`config.mk`:
```
export PLATFORM = sky130hd
export DESIGN_NAME = frac_search_ctrl_flat
export DESIGN_NICKNAME = d
export VERILOG_FILES = /design/src/rtl/frac_pkg.sv /design/src/rtl/frac_search_ctrl_if.sv /design/src/rtl/frac_search_ctrl.sv /design/src/flat_wrapper.sv
export SDC_FILE = /design/constraint.sdc
export NUM_CORES = 1
export LEC_CHECK = 0
export ABC_AREA = 1
export CAP_MARGIN = 20
export CORE_AREA = 2 2 113 115
export CTS_BUF_LIST = sky130_fd_sc_hd__clkbuf_8 sky130_fd_sc_hd__clkbuf_16
export CTS_CLUSTER_DIAMETER = 150
export DETAILED_ROUTE_END_ITERATION = 12
export DIE_AREA = 0 0 115 117
export PLACE_DENSITY = 0.73
export SYNTH_ARGS = -nofsm -noshare
export SYNTH_HDL_FRONTEND = slang
export SYNTH_SLANG_ARGS = --single-unit
```
`constraint.sdc`:
```
create_clock -name clk -period 1.65 [get_ports clk]
set_input_delay 0.33 -clock clk [delete_from_list [all_inputs] [get_ports clk]]
set_output_delay 0.33 -clock clk [all_outputs]
set_load 0.01 [all_outputs]
```
`src/rtl/frac_pkg.sv`:
```
// Shared constants and state encoding for the QPEL 8x8 fractional-search sequencer.
package frac_pkg;

  localparam int unsigned FS_ROWS      = 8;
  localparam int unsigned ROW_W        = 3;
  localparam int unsigned FS_ORG_FIRST = 1;
  localparam int unsigned FS_ORG_LAST  = 6;
  localparam int unsigned MEM_RD_LAT   = 1;
  localparam int unsigned FS_RSLT_LAT  = 2;
  localparam int unsigned PIX_W        = 64;
  localparam int unsigned ORG_W        = 48;
  localparam int unsigned MV_W         = 3;

  typedef enum logic [2:0] {
    ST_IDLE  = 3'd0,
    ST_CLR   = 3'd1,
    ST_ISSUE = 3'd2,
    ST_DRAIN = 3'd3,
    ST_WAIT  = 3'd4,
    ST_CAPT  = 3'd5,
    ST_HOLD  = 3'd6
  } state_t;

endpackage

```
`src/rtl/frac_search_ctrl_if.sv`:
```
// Result handshake carrying the captured motion vector and its block index.
interface frac_search_ctrl_if
  import frac_pkg::*;
#(
  parameter int unsigned BLK_W = 7
) ();

  logic             res_valid;
  logic             res_ready;
  logic [MV_W-1:0]  res_mvx;
  logic [MV_W-1:0]  res_mvy;
  logic [BLK_W-1:0] res_blk_idx;

  modport master (output res_valid, res_mvx, res_mvy, res_blk_idx, input res_ready);
  modport slave  (input res_valid, res_mvx, res_mvy, res_blk_idx, output res_ready);

endinterface

```
`src/rtl/frac_search_ctrl.sv`:
```
// Sequencer feeding one cur/org 8x8 block pair to frac_search and returning its motion vector.
module frac_search_ctrl
  import frac_pkg::*;
#(
  parameter int unsigned BLK_W  = 7,
  parameter int unsigned ADDR_W = 10
) (
  input  logic                  clk,
  input  logic                  reset,
  input  logic                  start,
  input  logic [BLK_W-1:0]      blk_idx,
  output logic                  busy,
  output logic                  cur_rd_en,
  output logic [ADDR_W-1:0]     cur_addr,
  input  logic [PIX_W-1:0]      cur_rd_data,
  output logic                  org_rd_en,
  output logic [ADDR_W-1:0]     org_addr,
  input  logic [PIX_W-1:0]      org_rd_data,
  output logic                  fs_rst,
  output logic                  fs_ready,
  output logic [PIX_W-1:0]      fs_cur_pix,
  output logic [ORG_W-1:0]      fs_org_pix,
  input  logic [MV_W-1:0]       fs_mvx,
  input  logic [MV_W-1:0]       fs_mvy,
  frac_search_ctrl_if.master    res
);

  state_t           state;
  logic [ROW_W-1:0] cnt;
  logic [ROW_W-1:0] row_nxt;
  logic [BLK_W-1:0] blk_lat;
  logic             org_vld;
  logic             unused_org_bits;

  assign row_nxt = cnt + ROW_W'(1);

  // Buffer rows go straight to the datapath; org lanes stay zero until the first org row lands.
  assign fs_cur_pix      = cur_rd_data;
  assign fs_org_pix      = org_vld ? org_rd_data[55:8] : '0;
  assign unused_org_bits = ^{org_rd_data[63:56], org_rd_data[7:0]};

  // Sequencer: row counter, buffer reads, datapath control and result capture.
  always_ff @(posedge clk or posedge reset) begin
    if (reset) begin
      state           <= ST_IDLE;
      cnt             <= '0;
      blk_lat         <= '0;
      busy            <= 1'b0;
      cur_rd_en       <= 1'b0;
      cur_addr        <= '0;
      org_rd_en       <= 1'b0;
      org_addr        <= '0;
      org_vld         <= 1'b0;
      fs_rst          <= 1'b0;
      fs_ready        <= 1'b0;
      res.res_valid   <= 1'b0;
      res.res_mvx     <= '0;
      res.res_mvy     <= '0;
      res.res_blk_idx <= '0;
    end else begin
      fs_rst    <= 1'b0;
      cur_rd_en <= 1'b0;
      org_rd_en <= 1'b0;
      org_vld   <= org_rd_en;
      case (state)
        ST_IDLE: begin
          if (start) begin
            state     <= ST_CLR;
            blk_lat   <= blk_idx;
            busy      <= 1'b1;
            fs_rst    <= 1'b1;
            cnt       <= '0;
            cur_rd_en <= 1'b1;
            cur_addr  <= ADDR_W'({blk_idx, ROW_W'(0)});
          end
        end
        ST_CLR: begin
          state     <= ST_ISSUE;
          cnt       <= ROW_W'(1);
          cur_rd_en <= 1'b1;
          cur_addr  <= ADDR_W'({blk_lat, ROW_W'(1)});
          fs_ready  <= 1'b1;
        end
        ST_ISSUE: begin
          if (cnt == ROW_W'(FS_ROWS - 1)) begin
            state <= ST_DRAIN;
            cnt   <= '0;
          end else begin
            cnt       <= row_nxt;
            cur_rd_en <= 1'b1;
            cur_addr  <= ADDR_W'({blk_lat, row_nxt});
            // org row r-1 trails cur row r so both land together at the datapath
            if (cnt >= ROW_W'(FS_ORG_FIRST) && cnt <= ROW_W'(FS_ORG_LAST)) begin
              org_rd_en <= 1'b1;
              org_addr  <= ADDR_W'({blk_lat, cnt});
            end
          end
        end
        ST_DRAIN: begin
          if (cnt == ROW_W'(MEM_RD_LAT - 1)) begin
            state    <= ST_WAIT;
            cnt      <= '0;
            fs_ready <= 1'b0;
          end else begin
            cnt <= row_nxt;
          end
        end
        ST_WAIT: begin
          if (cnt == ROW_W'(FS_RSLT_LAT - 2)) begin
            state <= ST_CAPT;
            cnt   <= '0;
          end else begin
            cnt <= row_nxt;
          end
        end
        ST_CAPT: begin
          state           <= ST_HOLD;
          res.res_valid   <= 1'b1;
          res.res_mvx     <= fs_mvx;
          res.res_mvy     <= fs_mvy;
          res.res_blk_idx <= blk_lat;
        end
        ST_HOLD: begin
          if (res.res_ready) begin
            state         <= ST_IDLE;
            res.res_valid <= 1'b0;
            busy          <= 1'b0;
          end
        end
        default: begin
          state <= ST_IDLE;
          busy  <= 1'b0;
        end
      endcase
    end
  end

endmodule

```
`src/flat_wrapper.sv`:
```
// flat-port wrapper written by rule: the top's interface ports become plain ports
module frac_search_ctrl_flat import frac_pkg::*;
#(
  parameter int unsigned BLK_W  = 7,
  parameter int unsigned ADDR_W = 10
)
  (clk, reset, start, blk_idx, busy, cur_rd_en, cur_addr, cur_rd_data, org_rd_en, org_addr, org_rd_data, fs_rst, fs_ready, fs_cur_pix, fs_org_pix, fs_mvx, fs_mvy, res_res_valid, res_res_mvx, res_res_mvy, res_res_blk_idx, res_res_ready);
  frac_search_ctrl_if #(.BLK_W(BLK_W)) res_i ();
  input  logic clk;
  input  logic reset;
  input  logic start;
  input  logic [BLK_W-1:0] blk_idx;
  output logic busy;
  output logic cur_rd_en;
  output logic [ADDR_W-1:0] cur_addr;
  input  logic [PIX_W-1:0] cur_rd_data;
  output logic org_rd_en;
  output logic [ADDR_W-1:0] org_addr;
  input  logic [PIX_W-1:0] org_rd_data;
  output logic fs_rst;
  output logic fs_ready;
  output logic [PIX_W-1:0] fs_cur_pix;
  output logic [ORG_W-1:0] fs_org_pix;
  input  logic [MV_W-1:0] fs_mvx;
  input  logic [MV_W-1:0] fs_mvy;
  output wire logic [$bits(res_i.res_valid)-1:0] res_res_valid;
  output wire logic [$bits(res_i.res_mvx)-1:0] res_res_mvx;
  output wire logic [$bits(res_i.res_mvy)-1:0] res_res_mvy;
  output wire logic [$bits(res_i.res_blk_idx)-1:0] res_res_blk_idx;
  input wire logic [$bits(res_i.res_ready)-1:0] res_res_ready;
  assign res_res_valid = res_i.res_valid;
  assign res_res_mvx = res_i.res_mvx;
  assign res_res_mvy = res_i.res_mvy;
  assign res_res_blk_idx = res_i.res_blk_idx;
  assign res_i.res_ready = res_res_ready;
  frac_search_ctrl #(.BLK_W(BLK_W), .ADDR_W(ADDR_W)) u_core (.clk(clk), .reset(reset), .start(start), .blk_idx(blk_idx), .busy(busy), .cur_rd_en(cur_rd_en), .cur_addr(cur_addr), .cur_rd_data(cur_rd_data), .org_rd_en(org_rd_en), .org_addr(org_addr), .org_rd_data(org_rd_data), .fs_rst(fs_rst), .fs_ready(fs_ready), .fs_cur_pix(fs_cur_pix), .fs_org_pix(fs_org_pix), .fs_mvx(fs_mvx), .fs_mvy(fs_mvy), .res(res_i));
endmodule
```
## Word-level counts from Yosys, hierarchy flattened

Index checks and enable logic that the tools add are counted.

- Register bits after elaboration: 53
- Input bits: 145
- Output and inout bits: 151
- Logic and storage cells: 77

- Add/sub/neg operators: 1
- Order comparisons: 2
- Equality and inequality tests: 13
- Multiplexer cells: 27
- Bitwise gates (word level): 2
- Reduce and logical (&&, ||, !) cells: 17

Operator list:

| kind | number |
|---|---|
| $mux 48 | 1 |
| $pmux 10 s3 | 1 |
| $mux 3 | 8 |
| $pmux 3 s7 | 1 |
| $mux 10 | 2 |
| $eq 3x3->1 const B | 4 |
| $pmux 3 s4 | 1 |
| $mux 1 | 9 |
| $reduce_and 3->1 | 3 |
| $reduce_and 2->1 | 4 |
| $eq 3x2->1 const B | 2 |
| $logic_not 3->1 | 2 |
| $ne 2x1->1 const B | 3 |
| $ne 2x2->1 const B | 3 |
| $pmux 1 s3 | 2 |
| $reduce_and 5->1 | 1 |
| $reduce_or 5->1 | 1 |
| $pmux 1 s2 | 2 |
| $reduce_bool 2->1 | 2 |
| $reduce_bool 4->1 | 1 |
| $add 3x1->3 const B | 1 |
| $eq 3x1->1 const B | 1 |
| $ge 3x1->1 const B | 1 |
| $le 3x3->1 const B | 1 |
| 4 further kinds | 5 |

## Longest topological paths before layout

- Word-level depth: 5
- Mapped depth: 9
- Gate-level depth less buffers: 8

## Worst setup path after synthesis

No wires, ideal clock.

- Kind: reg2reg
- From: register u_core.cnt[0]
- To: register u_core.org_addr[0]
- Setup time: 0.123 ns
- Data arrival time: 1.380 ns
- Required time: 1.527 ns
- Path slack: 0.147 ns
- Cell stages (with the launch flop): 8
- Path buffers: 1
- Period minus slack after synthesis: 1.503 ns
- Cells stage by stage: dfrtp_1 ha_1 ha_1 inv_1 nand3_2 buf_2 o21ai_0 nand2_1

- Longest elaborated chain between the ends: 3
- Elaborated cells on any way between the ends: 6
- Those cells by class: 2 x order compare; 1 x eq/ne; 1 x bitwise; 2 x reduce/logical

Ends and longest elaborated chain:

| item | line | text |
|---|---|---|
| from (decl) | frac_search_ctrl.sv:29 | `logic [ROW_W-1:0] cnt;` |
| from (signal assigned) | frac_search_ctrl.sv:89 | `cnt <= row_nxt;` |
| from (signal assigned) | frac_search_ctrl.sv:105 | `cnt <= row_nxt;` |
| from (signal assigned) | frac_search_ctrl.sv:113 | `cnt <= row_nxt;` |
| $ge 3x1->1 (tied with other cells) | frac_search_ctrl.sv:93 | `if (cnt >= ROW_W'(FS_ORG_FIRST) && cnt <= ROW_W'(FS_ORG_LAST)) begin` |
| $logic_and 1x1->1 / $not 1->1 (equally long branches) | - |  |
| $reduce_and 3->1 (no source line) | - |  |
| to (signal assigned) | frac_search_ctrl.sv:95 | `org_addr <= ADDR_W'({blk_lat, cnt});` |
| to (decl) | frac_search_ctrl.sv:17 | `output logic [ADDR_W-1:0] org_addr,` |

Parallel ways exist; a longest one is shown, timed or not.
A chain may end at the register's enable or synchronous reset.

## Worst setup path after layout

- From: register u_core.org_vld
- To: output port fs_org_pix[0]

- Longest elaborated chain between the ends: 1

Ends and longest elaborated chain:

| item | line | text |
|---|---|---|
| from (decl) | frac_search_ctrl.sv:32 | `logic org_vld;` |
| from (signal assigned) | frac_search_ctrl.sv:64 | `org_vld <= org_rd_en;` |
| $mux 48 | frac_search_ctrl.sv:39 | `assign fs_org_pix = org_vld ? org_rd_data[55:8] : '0;` |
| to (decl) | flat_wrapper.sv:23 | `output logic [ORG_W-1:0] fs_org_pix;` |

Every way passes these cells.

==> summary.txt <==
CLOCKING
--------------------------------------------------------------------------------------------------
Clock transition time at the flip-flop clock pins of the worst setup and hold paths          60 ps
Clk_lat worst skew                                                                          290 ps
CTS Buffer Depth                                                                                 2
Number of clock buffers inserted by TritonCTS                                                    5
Clock net sink count                                                                            53
Hold bufs inserted after CTS                                                                     0
Number of levels in the clock H-tree                                                             2
Root buf cell                                                                         sky130_fd_sc_hd__clkbuf_16
CTS tree                                                                                      done

WORST SETUP PATH
--------------------------------------------------------------------------------------------------
Worst Path Max Fanout                                                                            5
Startpoint type of the worst setup path                                                   register
Critical path class                                                                     reg -> out
Worst R2R End                                                                         u_core.org_addr[7]
Cell with the largest stage delay on the worst path                                   sky130_fd_sc_hd__dfrtp_2
Arrival time reported for the critical path endpoint                                       1390 ps
Critical Path Max Stage Delay                                                               400 ps
Dominant delay contributor by cell family on the critical path                        buffers and inverters
Worst Path Required                                                                        1320 ps
Critical path depth in cells                                                                     7
Depth of the most critical reg-to-reg path                                                       7
Kind of capture point of the worst setup path                                         primary output
Setup slack on the worst flop-to-flop path                                                   70 ps
Critical-path cell list                                                               buf_6 -> buf_12 -> buf_16 -> buf_12 -> nand2_4 -> inv_2 -> buf_6
Number of buffers and inverters on the critical path                                             6
Worst R2R Start                                                                       u_core.cnt[0]

LOGIC SYNTHESIS
--------------------------------------------------------------------------------------------------
Synth async-reset ratio                                                                       100%
Ys Warns                                                                                         0
Post-synth net total                                                                           560
XOR/XNOR share of the synthesized area                                                          0%
Count leader, synth                                                                   sky130_fd_sc_hd__nand2_1
Commonest cells in the synthesized netlist                                            sky130_fd_sc_hd__nand2_1, sky130_fd_sc_hd__buf_4, sky130_fd_sc_hd__inv_1
Summed instance area of the synthesized netlist                                         3180 sq um
Share of the synthesized area in compound gates (AO/OA/AOI/OAI)                              5.31%
Combinational family with the most area after synthesis                               buffers and inverters
Top cells by area in the synthesized netlist                                          sky130_fd_sc_hd__dfrtp_1, sky130_fd_sc_hd__buf_4, sky130_fd_sc_hd__nand2_1
Primary FF master, synth                                                              sky130_fd_sc_hd__dfrtp_1
Sequential share of the synthesized area                                                     41.7%
Post-Synth Simple-Gate Area                                                                  20.8%
Yosys top cell area share                                                                    41.7%
Synth area leader                                                                     sky130_fd_sc_hd__dfrtp_1
Library cells used by synthesis                                                                 22
Mux cell area share after synthesis                                                          4.60%
Mean instance size in the synthesized netlist                                           7.75 sq um
Count of flip-flops with a built-in enable after synthesis                                       0
Total of flip-flops plus latches after synthesis                                                53
Number of instances in the synthesized netlist                                                 410
Adder-cell share of the synthesized area                                                     1.97%

STA
--------------------------------------------------------------------------------------------------
Clock period minus worst slack                                                             1720 ps
Final period utilization                                                                      104%
Post-route setup slack                                                                    -68.2 ps
Slew headroom                                                                                74.1%
Measured slew at the worst slew-check pin                                                   388 ps
Fmax                                                                                       582 MHz
Final count of hold timing violations                                                            0
Max-slew violations                                                                              0
Setup Viol. Count Final                                                                          9
RSZ-0062 raised after global routing                                                          true
Clock skew after layout                                                                    4.63 ps

ROUTE
--------------------------------------------------------------------------------------------------
DRC viols                                                                                        0
DR iter-0 viols                                                                                 91
First-pass detailed-route iteration total                                                        6
Vias                                                                                          2958
Routed length per instance                                                                 16.6 um
Count of nets left with antenna violations after detail routing                                  0
Average via count per standard cell                                                           4.43
Routed WL                                                                                  11.0 mm

FLOORPLAN
--------------------------------------------------------------------------------------------------
Die Width                                                                                   115 um
Core box area                                                                          12300 sq um
Die span in y                                                                               117 um
Standard-cell row count                                                                         41
Floorplan die area                                                                     13500 sq um
# IOs                                                                                          296
Effective utilization at floorplan                                                           25.8%

PWR
--------------------------------------------------------------------------------------------------
Power share of the combinational group                                                       60.0%
Part of the total power dissipated in the clock network                                      12.4%
Pwr/cell area                                                                         1630 nW/um^2
P_int                                                                                      4.97 mW
Switching part of the total                                                                  40.0%
Sw power                                                                                   3.31 mW
Sequential share of power                                                                    27.6%
Leakage                                                                                    2.81 nW
VDD IR max                                                                                 1070 uV
Total Power Consumption                                                                    8.28 mW

FINAL LAYOUT
--------------------------------------------------------------------------------------------------
Number of nets at the end of the flow                                                          667
Signed area change from the synthesized netlist to the final layout                          59.8%
Antenna diodes                                                                                   0
Area used by multi-input combinational logic                                            1300 sq um
Area taken by flip-flops and latches                                                    1330 sq um
Fraction of layout cells with a size suffix above 1                                          34.2%
Final Cell Area                                                                         5080 sq um
Fillcell total                                                                                1221
Non-filler instance count after layout                                                         667

RUN
--------------------------------------------------------------------------------------------------
Number of maximum-capacitance violations                                                         0

PLACEMENT
--------------------------------------------------------------------------------------------------
RePlAce Congestion                                                                           0.844
Setup slack after placement                                                                -200 ps
Count of buffers inserted at the top-level ports                                               151
Count of placed standard cells including taps                                                  648
Cell Area, Placed                                                                       4460 sq um
DPL Wire Length                                                                            8.21 mm

GLOBAL ROUTE
--------------------------------------------------------------------------------------------------
Via count of the first global-routing pass                                                    2880
Antenna violations before repair                                                                 0
Residual overflow from global routing                                                            0
Largest net degree at the start of global routing                                               18
Total GRT Usage                                                                              15.1%
Wire length of the first global-routing pass                                               15.5 mm

STATUS
--------------------------------------------------------------------------------------------------
Status                                                                                finished, violations left
Failing checks                                                                        negative setup slack

WORST HOLD PATH
--------------------------------------------------------------------------------------------------
Worst min-delay path category                                                          in -> async

layout by cell type, fill, tap and decap left out, drive strengths merged:
cell           count
buf               62
nor2               6
o21ai             31
a21oi              1
clkbuf            19
nand4              4
ha                 5
nand2            129
nand3             20
inv               70
clkdlybuf4s50    103
dfrtp             53
mux2              13
o2bb2ai            1
power groups by stage:
stage	sequential, mW	combinational [mW]	clock (mW)
detailed placement	2.30	4.03	0
floorplan	2.39	2.00	0
CTS	2.29	4.46	1.04
finish	2.29	4.97	1.02
global placement	2.27	3.96	0
global route	2.37	5.40	1.09
per-layer routing:
layer / vias to the layer above / global-route usage (%) / wire length (um)
met1: 1389 / 18.9 / 4560
met4: 0 / 6.59 / 314
met2: 141 / 22.6 / 5070
met5: - / 0 / 0
met3: 34 / 6.90 / 1100
li1: 1394 / - / -
flip-flops by register name, indices dropped and copies added, names as in the netlist, 3 cells and up:
| signal | cells |
|---|---|
| u_core.res.res_mvx | 3 |
| u_core.cur_addr | 10 |
| u_core.res.res_mvy | 3 |
| u_core.blk_lat | 7 |
| u_core.state | 3 |
| u_core.cnt | 3 |
| u_core.res.res_blk_idx | 7 |
| u_core.org_addr | 10 |
logic make-up (layout without fill, tap and decap cells):
group,Yosys count,count (layout)
AND/OR/NAND/NOR,159,159
buffers and inverters,147,254
flip-flops,53,53
AO/OA/AOI/OAI,33,33
multiplexers,13,13
adder cells (fa/ha/maj),5,5
how the worst max path moves through the flow:
| stage | slack, ps | to | start |
|---|---|---|---|
| final | -70 | fs_org_pix[0] | u_core.org_vld |
| after global routing | -110 | fs_org_pix[0] | u_core.org_vld |
| after CTS | -130 | fs_org_pix[0] | u_core.org_vld |
| after detailed placement | -200 | fs_org_pix[23] | org_rd_data[31] |
| after global placement | -210 | fs_org_pix[23] | org_rd_data[31] |
| after floorplan | 30 | u_core.blk_lat[0] | reset |
through the flow:
| stage | utilization (%) | hold WS, ps | TNS, ps |
|---|---|---|---|
| after global placement | 36.2 | 392 | -5210 |
| after floorplan | - | 416 | 0 |
| after global routing | 41.3 | 381 | -1070 |
| after detailed placement | 36.2 | 401 | -5400 |
| final | 41.3 | 336 | -274 |
| after CTS | 38.3 | 350 | -960 |
area by class of cell:
cell class	count	share of cell area, %
clock buffer	6	2.73
clock inverter	1	0.0739
inverter	69	5.10
multi-input combinational	210	25.5
sequential	53	26.1
tap	150	3.69
timing repair buffer	178	36.7
timing repair:
action | in CTS | in global routing
resized for setup | 192 | 140
buffers inserted | 5 | 1
cloned | 5 | 1
pin swaps | 0 | 2
endpoints found under the hold margin | 0 | 0
setup endpoints to repair | 48 | 49
Power figures use the tool's default switching activity.
